`config.mk`:
```
export PLATFORM = sky130hd
export DESIGN_NAME = secuenciador_alu
export DESIGN_NICKNAME = d
export VERILOG_FILES = /design/src/rtl/secuenciador_alu.sv
export SDC_FILE = /design/constraint.sdc
export NUM_CORES = 1
export LEC_CHECK = 0
export ABC_CLOCK_PERIOD_IN_PS = 1900
export CAP_MARGIN = 20
export CORE_UTILIZATION = 35
export DETAILED_ROUTE_END_ITERATION = 8
export PLACE_DENSITY = 0.61
export SLEW_MARGIN = 30
export SYNTH_ARGS = -nofsm -noshare
export SYNTH_HDL_FRONTEND = slang
export SYNTH_SLANG_ARGS = --single-unit
```
`constraint.sdc`:
```
create_clock -name clk -period 1.9 [get_ports clk]
set_input_delay 0.38 -clock clk [delete_from_list [all_inputs] [get_ports clk]]
set_output_delay 0.38 -clock clk [all_outputs]
set_load 0.02 [all_outputs]
```
`src/rtl/secuenciador_alu.sv`:
```
// Single-button sequencer for the 8-bit calculator ALU: debounces one push-button
// and steps through loading A, B and the opcode, then latches the ALU result.
module secuenciador_alu #(
  parameter int unsigned DEBOUNCE_CYCLES = 500000
) (
  input  logic       clk,
  input  logic       reset,
  input  logic [7:0] entrada,
  input  logic       boton_enter,
  input  logic [7:0] alu_rdo,
  input  logic       alu_carry,
  input  logic       alu_zero,
  output logic [7:0] a,
  output logic [7:0] b,
  output logic [5:0] op,
  output logic [7:0] rdo_reg,
  output logic       carry_reg,
  output logic       zero_reg,
  output logic       listo,
  output logic [2:0] estado
);

  // The counter only has to hold 0..DEBOUNCE_CYCLES-1; the toggle fires on the
  // cycle the count would reach DEBOUNCE_CYCLES.
  localparam int unsigned CW = (DEBOUNCE_CYCLES < 2) ? 1 : $clog2(DEBOUNCE_CYCLES);
  localparam logic [CW-1:0] CNT_MAX = CW'(DEBOUNCE_CYCLES - 1);

  typedef enum logic [2:0] {
    CARGA_A  = 3'd0,
    CARGA_B  = 3'd1,
    CARGA_OP = 3'd2,
    CALCULA  = 3'd3,
    MUESTRA  = 3'd4
  } estado_t;

  estado_t       r_estado;
  estado_t       w_sig;
  logic          r_sync1;
  logic          r_sync2;
  logic          r_nivel;
  logic          r_nivel_d;
  logic [CW-1:0] r_cnt;
  logic          w_press;

  always_ff @(posedge clk) begin
    if (reset) begin
      r_sync1   <= 1'b0;
      r_sync2   <= 1'b0;
      r_nivel   <= 1'b0;
      r_nivel_d <= 1'b0;
      r_cnt     <= '0;
    end else begin
      r_sync1   <= boton_enter;
      r_sync2   <= r_sync1;
      r_nivel_d <= r_nivel;
      if (r_sync2 == r_nivel) begin
        r_cnt <= '0;
      end else if (r_cnt == CNT_MAX) begin
        r_cnt   <= '0;
        r_nivel <= ~r_nivel;
      end else begin
        r_cnt <= r_cnt + CW'(1);
      end
    end
  end

  assign w_press = r_nivel & ~r_nivel_d;

  always_ff @(posedge clk) begin
    if (reset) r_estado <= CARGA_A;
    else       r_estado <= w_sig;
  end

  always_comb begin
    w_sig = r_estado;
    case (r_estado)
      CARGA_A:  if (w_press) w_sig = CARGA_B;
      CARGA_B:  if (w_press) w_sig = CARGA_OP;
      CARGA_OP: if (w_press) w_sig = CALCULA;
      CALCULA:  w_sig = MUESTRA;
      MUESTRA:  if (w_press) w_sig = CARGA_B;
      default:  w_sig = CARGA_A;
    endcase
  end

  always_ff @(posedge clk) begin
    if (reset) begin
      a         <= '0;
      b         <= '0;
      op        <= '0;
      rdo_reg   <= '0;
      carry_reg <= 1'b0;
      zero_reg  <= 1'b0;
      listo     <= 1'b0;
    end else begin
      case (r_estado)
        CARGA_A:  if (w_press) a <= entrada;
        CARGA_B:  if (w_press) b <= entrada;
        CARGA_OP: if (w_press) op <= entrada[5:0];
        CALCULA: begin
          rdo_reg   <= alu_rdo;
          carry_reg <= alu_carry;
          zero_reg  <= alu_zero;
          listo     <= 1'b1;
        end
        MUESTRA: begin
          if (w_press) begin
            a     <= entrada;
            listo <= 1'b0;
          end
        end
        default: ;
      endcase
    end
  end

  assign estado = r_estado;

endmodule

```
# Yosys cells after proc, flatten, opt, wreduce, memory -nomap -nowiden

Cells that the tools add are included.

Register bits after elaboration: 59

Add/subtract/negate cells: 1
Eq/ne operators: 10
Multiplexer cells: 6
Bitwise gates (word level): 4
Reductions and logical operators: 10

Operator list:

| operator                                                               | count |
|---|---|
| 19-bit by 1-bit adder with 19-bit output (second input constant)       | 1 |
| 19-bit equality test (second input constant)                           | 1 |
| 3-bit case mux with 4 select lines                                     | 1 |
| 2-bit AND reduction                                                    | 5 |
| 3-bit 2-to-1 mux                                                       | 3 |
| 3-bit by 2-bit equality test with 1-bit output (second input constant) | 2 |
| 2-bit != test (second input constant)                                  | 3 |
| 3-bit by 1-bit equality test with 1-bit output (second input constant) | 1 |
| 3-bit equality test (second input constant)                            | 1 |
| 3-bit zero test                                                        | 1 |
| 1-bit inverter                                                         | 3 |
| 3-bit AND reduction                                                    | 1 |
| 3-bit OR reduction                                                     | 1 |
| 2-bit by 1-bit != test with 1-bit output (second input constant)       | 1 |
| 1-bit case mux with 2 select lines                                     | 1 |
| 2-bit nonzero test                                                     | 1 |
| 2-bit OR reduction                                                     | 1 |
| 1-bit AND                                                              | 1 |
| 1-bit equality test                                                    | 1 |
| 1-bit 2-to-1 mux                                                       | 1 |

# Depth between registers and ports, before layout

Gate-level depths: netlist of run 1.

Depth after elaboration: 4
Gate-level depth with buffers: 5
Depth with buffers taken out: 5

# Least setup slack after synthesis of run 1

Ideal clock, no wire load.

Path type: register to register
Start point: register r_cnt[0]
End point: register r_cnt[18]
Library setup time: 0.061 ns
Arrival: 1.413 ns
Data required time: 1.839 ns
Slack: 0.426 ns
Stages on the path, launching flop included: 6
Path buffers: 0
Clock period less this slack: 1.474 ns
Cell sequence: dfxtp_1 -> ha_1 -> nand4_4 -> nor3_2 -> mux2i_1 -> and4b_1

Longest elaborated chain between the ends: 2
Elaborated cells between the ends (all ways): 3

Ends and longest elaborated chain:

| item                                                                             | line | source |
|---|---|---|
| from (decl)                                                                      | 42   | `logic [CW-1:0] r_cnt;` |
| from (signal assigned)                                                           | 62   | `r_cnt <= r_cnt + CW'(1);` |
| branches (longest 2 deep; another with 19-bit by 1-bit adder with 19-bit output) | --   |  |

Parallel ways; which one is timed is not known.
A chain may end at the register's enable or synchronous reset.

# Worst setup path after layout of run 1

Start point: register r_estado[2], in the netlist estado[2]
End point: output estado[2]

RTL lines:

| item                   | line | source |
|---|---|---|
| from (decl)            | 36   | `estado_t r_estado;` |
| from (signal assigned) | 71   | `else r_estado <= w_sig;` |
| to (decl)              | 20   | `output logic [2:0] estado` |

No word-level cell between the ends.

==> results of run 1 <==
-- synth_stat cells --
library cell,instances
dfxtp_1,59
nor2_1,36
nand2_1,33
a21oi_1,23
mux2i_1,15
nand3_1,14
xnor2_1,13
clkbuf_1,9
nor2b_1,7
inv_1,6
nand4_1,5
nor3_1,4
nand3b_1,3
nor4_1,3
xor2_1,3
nand2b_1,2
nand4_2,2
nor3b_1,2
nor4b_1,2
a211oi_1,1
a31o_2,1
and3_1,1
and4b_1,1
buf_2,1
buf_4,1
ha_1,1
mux2_2,1
nand3_2,1
nand4_4,1
nor3_2,1
nor4_2,1
nor4_4,1
nor4b_2,1
o21ai_0,1
o21ai_2,1
or3_1,1
or3b_2,1
-- final cells by class --
| class | count | area (um^2) | share of cell area, % |
|---|---|---|---|
| repair buffers | 64 | 625.6 | 19.22 |
| flip-flops and latches | 59 | 1181 | 36.29 |
| inverters | 6 | 22.52 | 0.6920 |
| clock buffers | 14 | 182.7 | 5.613 |
| well taps | 77 | 96.34 | 2.960 |
| multi-input cells | 183 | 1116 | 34.29 |
| clock inverters | 1 | 30.03 | 0.9227 |
-- stage by stage --
| stage | instances | utilization [%] | cell area, um^2 |
|---|---|---|---|
| floorplan | 259 | - | 2366 |
| detailed placement | 389 | 47.28 | 3037 |
| global placement | 389 | 47.28 | 3037 |
| finish | 404 | 50.67 | 3254 |
| CTS | 404 | 50.59 | 3249 |
| global route | 404 | 50.67 | 3254 |
-- cells by family (layout without fill, tap and decap cells) --
| group | Yosys count | count (layout) | share of synthesized area [%] |
|---|---|---|---|
| AO/OA/AOI/OAI | 27 | 27 | 6.134 |
| XOR/XNOR | 16 | 16 | 5.923 |
| adder cells (fa/ha/maj) | 1 | 1 | 0.5287 |
| buffers and inverters | 17 | 85 | 2.908 |
| flip-flops | 59 | 59 | 49.92 |
| multiplexers | 16 | 16 | 6.822 |
| AND/OR/NAND/NOR | 123 | 123 | 27.76 |
-- power by group --
group          total [W]  switching [W]  internal (W)  leakage [nW]
combinational  0.0000728      0.0000280     0.0000448         0.648
clock            0.00121       0.000465      0.000743         0.109
sequential       0.00124     0.00000146       0.00124         0.475
total            0.00252       0.000495       0.00203          1.23
-- path summary, 6_finish.rpt --
path / from / end / slack, ps / depth (start not counted)
min: r_sync1 / r_sync2 / 430 / 1
max reg2reg: r_cnt[0] / r_cnt[18] / 300 / 5
min reg2reg: r_sync1 / r_sync2 / 430 / 1
max: estado[2] / estado[2] / 90 / 1
-- metal layers --
metal  vias to the layer above  wire, um  track usage [%]
met3                         7       373            7.473
li1                       1009         -                -
met4                         0        59            5.799
met1                       873      2522            21.08
met5                         -         0                0
met2                        39      2284            23.70
-- repair_timing --
item / CTS / global route
endpoints found under the setup margin: 0 / 2
hold buffers: 0 / 0
resized for setup: 0 / 2
==> impl_metrics.env, run 1 <==
export IMPL_status="finished clean"
export IMPL_clock_path_buffers=2
export IMPL_max_slew_worst_pin_slew_ps=513.1
export IMPL_antenna_found_initial=0
export IMPL_cts_root_buffer="clkbuf_8"
export IMPL_p_leak_nw=1.233
export IMPL_drv_cap=0
export IMPL_synth_area_mm2=0.002366
export IMPL_first_pass_iters=3
export IMPL_first_global_vias=1875
export IMPL_drt_initial_drc_count=71
export IMPL_rsz0062_at_grt="no"
export IMPL_clk_pin_slew_ps=60
export IMPL_critical_path_buf_inv_count=1
export IMPL_pwr_density_cell_mw_per_mm2=774.8
export IMPL_largest_reg_flops=19
export IMPL_final_common_cell="dfxtp_1"
export IMPL_top_register="r_cnt"
export IMPL_initial_core_util_pct=36.84
export IMPL_wl_um=5239
export IMPL_synthTopCellsByArea="dfxtp_1 (50%), mux2i_1 (6.3%), nor2_1 (5.7%)"
export IMPL_cts_tree="yes"
export IMPL_grt_overflow=0
export IMPL_antennaDiodeCount=0
export IMPL_crit_chain="clkdlybuf4s50_1"
export IMPL_drv_slew=0
export IMPL_synth_top_area_cell="dfxtp_1"
export IMPL_ys_ff_latch=59
export IMPL_synth_nets=281
export IMPL_cp_arrival_ps=1430
export IMPL_slew_headroom_pct=65.70
export IMPL_clkSinkCount=59
export IMPL_hpwl_um=3667
export IMPL_grt_first_pass_wirelength_um=9059
export IMPL_holdWs_ps=433.4
export IMPL_vias_per_cell=4.772
export IMPL_core_area_mm2=0.006422
export IMPL_fin_crit_ps=1811
export IMPL_rows=29
export IMPL_seq_area_frac_synth_pct=49.92
export IMPL_final_cell_mix="dfxtp_1 (59), clkdlybuf4s50_1 (54), nor2_1 (36)"
export IMPL_ant_nets=0
export IMPL_die_area_mm2=0.007093
export IMPL_vias=1928
export IMPL_num_fill_cells=604
export IMPL_startpoint_type="flip-flop"
export IMPL_synth_avg_cell_area_um2=9.135
export IMPL_peakVddDrop_mv=0.4891
export IMPL_nets=345
export IMPL_min_path_type="reg2reg"
export IMPL_critical_path_max_stage_delay_ps=660
export IMPL_grt_max_degree=22
export IMPL_place_ws_ps=291.1
export IMPL_drc=0
export IMPL_final_setup_tns_ps=0
export IMPL_ios=57
export IMPL_end_kind="output pin"
export IMPL_wl_per_cell_um=12.97
export IMPL_fin_skew_ps=10.42
export IMPL_worstPathMaxFanout=7
export IMPL_h_tree_depth=3
export IMPL_gp_congestion=0.7403
export IMPL_portBuffers=56
export IMPL_chipWidth_um=84.22
export IMPL_syn_inst=259
export IMPL_hold_viol_final=0
export IMPL_critical_path_slowest_cell="clkdlybuf4s50_1"
export IMPL_insertion_delay_ps=330
export IMPL_setup_violations=0
export IMPL_dieHeight_um=84.22
export IMPL_crit_type="reg2out"
export IMPL_yosysUniqueCellTypes=37
export IMPL_setup_ws_ps=89.24
export IMPL_layout_drive_gt1_share_pct=10.40
export IMPL_cts_made_buffers=9
export IMPL_synth_warnings=0
export IMPL_synth_top_area_share_pct=49.92
export IMPL_fmax_mhz=552.3
export IMPL_cp_top_family="buffers and inverters"
export IMPL_crit_required_ps=1520
export IMPL_cts_setup_buffers=0
export IMPL_power_w=0.002522
export IMPL_grtUsageTotal_pct=16.25
export IMPL_timing_final_crit_share_pct=95.30
export IMPL_area_growth_pct=37.55
No activity file was read; power rests on OpenSTA's default activity.
==> run 2: changes to the inputs <==
--- a/config.mk
+++ b/config.mk
@@ -5,7 +5,7 @@
 export SDC_FILE = /design/constraint.sdc
 export NUM_CORES = 1
 export LEC_CHECK = 0
-export ABC_CLOCK_PERIOD_IN_PS = 1900
+export ABC_CLOCK_PERIOD_IN_PS = 1850
 export CAP_MARGIN = 20
 export CORE_UTILIZATION = 35
 export DETAILED_ROUTE_END_ITERATION = 8
@@ -14,3 +14,4 @@
 export SYNTH_ARGS = -nofsm -noshare
 export SYNTH_HDL_FRONTEND = slang
 export SYNTH_SLANG_ARGS = --single-unit
+export TNS_END_PERCENT = 10
==> constraint.sdc (replaced) <==
create_clock -name clk -period 1.85 [get_ports clk]
set_input_delay 0.37 -clock clk [delete_from_list [all_inputs] [get_ports clk]]
set_output_delay 0.37 -clock clk [all_outputs]
set_load 0.02 [all_outputs]
==> run 2 against run 1 <==
Effect of this change: first-iteration DRC count is 31% higher; worst setup slack improved by 83 ps; global-route usage is essentially flat.
==> impl_metrics.env, run 2 (same netlist as run 1, synthesis figures left out) <==
export IMPL_status="finished clean"
export IMPL_pwr_density_cell_mw_per_mm2=732.0
export IMPL_cts_tree="yes"
export IMPL_worstPathMaxFanout=2
export IMPL_rsz0062_at_grt="no"
export IMPL_area_growth_pct=35.91
export IMPL_ant_nets=0
export IMPL_grtUsageTotal_pct=16.20
export IMPL_grt_overflow=0
export IMPL_clk_pin_slew_ps=70
export IMPL_crit_type="reg2out"
export IMPL_wl_per_cell_um=13.01
export IMPL_r2r_start="r_cnt[0]"
export IMPL_wl_um=5258
export IMPL_cts_setup_buffers=0
export IMPL_fin_crit_ps=1678
export IMPL_fmax_mhz=596.1
export IMPL_final_cell_mix="dfxtp_1 (59), clkdlybuf4s50_1 (53), nor2_1 (36)"
export IMPL_cp_arrival_ps=1310
export IMPL_insertion_delay_ps=330
export IMPL_largest_reg_flops=19
export IMPL_drv_cap=0
export IMPL_hold_depth=2
export IMPL_vias=1944
export IMPL_final_cells=404
export IMPL_cp_top_family="buffers and inverters"
export IMPL_gp_congestion=0.7866
export IMPL_nets=344
export IMPL_initial_core_util_pct=36.84
export IMPL_grt_first_pass_wirelength_um=8997
export IMPL_slew_headroom_pct=71.55
export IMPL_timing_rr_end="r_cnt[18]"
export IMPL_crit_required_ps=1480
export IMPL_max_slew_worst_pin_slew_ps=425.7
export IMPL_critical_path_slowest_cell="clkdlybuf4s50_1"
export IMPL_h_tree_depth=3
export IMPL_die_area_mm2=0.007093
export IMPL_first_pass_iters=4
export IMPL_grt_max_degree=22
export IMPL_cts_hold_buf=0
export IMPL_hold_viol_final=0
export IMPL_antennaDiodeCount=0
export IMPL_core_area_mm2=0.006422
export IMPL_chipWidth_um=84.22
export IMPL_peakVddDrop_mv=0.4796
export IMPL_startpoint_type="flip-flop"
export IMPL_fin_skew_ps=9.894
export IMPL_cts_root_buffer="clkbuf_8"
export IMPL_critical_path_max_stage_delay_ps=630
export IMPL_ff2ff_path_depth=5
export IMPL_dp_cells=388
export IMPL_p_leak_nw=1.211
export IMPL_dieHeight_um=84.22
export IMPL_final_common_cell="dfxtp_1"
export IMPL_critical_path_buf_inv_count=1
export IMPL_top_register="r_cnt"
export IMPL_antenna_found_initial=0
export IMPL_crit_chain="clkdlybuf4s50_1"
export IMPL_rows=29
export IMPL_clock_path_buffers=2
export IMPL_end_kind="output pin"
export IMPL_hpwl_um=3651
export IMPL_first_global_vias=1875
export IMPL_r2r_setup_slack_ps=250
export IMPL_drv_slew=0
export IMPL_portBuffers=56
export IMPL_worstHoldStart="rdo_reg[4]"
export IMPL_vias_per_cell=4.812
export IMPL_final_setup_tns_ps=0
export IMPL_clkSinkCount=59
export IMPL_cts_made_buffers=9
export IMPL_holdPathEnd="rdo_reg[4]"
export IMPL_drt_initial_drc_count=93
export IMPL_layout_drive_gt1_share_pct=10.40
export IMPL_drc=0
export IMPL_timing_final_crit_share_pct=90.68
export IMPL_ios=57
export IMPL_min_path_type="reg2reg"
export IMPL_setup_violations=0
[run 2: cell count changes in the layout (fill, tap and decap cells not counted)]
cell | previous run | this run
clkdlybuf4s50_1 | 54 | 53
clkbuf_8 | 13 | 9
bufinv_16 | 1 | 0
clkinv_4 | 0 | 2
dlygate4sd2_1 | 0 | 1
clkinv_2 | 0 | 2
clkinvlp_4 | 0 | 2
buf_12 | 0 | 1
buf_4 | 8 | 6
[run 2: worst max-delay path by stage]
stage	from	to	slack [ps]	cells after the start
2_1_floorplan	r_cnt[0]	r_cnt[18]	380	5
4_1_cts	estado[2]	estado[2]	20	1
5_1_grt	a[5]	a[5]	100	1
3_5_place_dp	r_cnt[0]	r_cnt[18]	260	5
3_3_place_gp	r_cnt[10]	r_nivel	280	4
6_report	a[5]	a[5]	170	1
[run 2: metrics by stage]
stage	instance area, um^2	total power [W]	setup WS (ps)	hold slack (ps)	util (%)
global placement	3042	0.001381	280.8	420.9	47.36
detailed placement	3042	0.001381	260.8	446.5	47.36
CTS	3211	0.002391	20.43	459.7	49.99
finish	3216	0.002354	172.4	457.0	50.07
global route	3216	0.002467	103.7	477.4	50.07
floorplan	2366	0.001321	375.9	413.8	-
[run 2: worst register-to-register path, stage by stage (launching register included)]
cell	delay, ps
dfxtp_1	400
ha_1	280
nand4_4	190
nor3_2	300
mux2i_1	200
and4b_1	180
[run 2: timing repair]
action | in CTS | in global routing
pin swaps | 0 | 0
resized for setup | 1 | 2
hold endpoints to repair | 0 | 0
endpoints found under the setup margin | 1 | 2
[run 2: power breakdown]
part / switching (W) / leakage (nW) / internal [W]
combinational: 0.0000302 / 0.653 / 0.0000476
sequential: 0.00000149 / 0.475 / 0.00127
clock: 0.000518 / 0.0822 / 0.000485
total: 0.000549 / 1.21 / 0.00180
[run 2: per-layer routing]
metal	vias to the layer above	part of all wire, %	global-route usage, %
li1	1006	-	-
met1	888	47	20.21
met2	45	45	23.70
met3	5	7.6	9.046
met4	0	1.0	5.172
met5	-	0	0
[run 2: layout make-up]
type	count	area (um^2)
repair buffers	63	629.4
clock inverters	6	42.54
inverters	6	22.52
clock buffers	10	127.6
flip-flops and latches	59	1181
fillers	627	3207
well taps	77	96.34
multi-input cells	183	1116
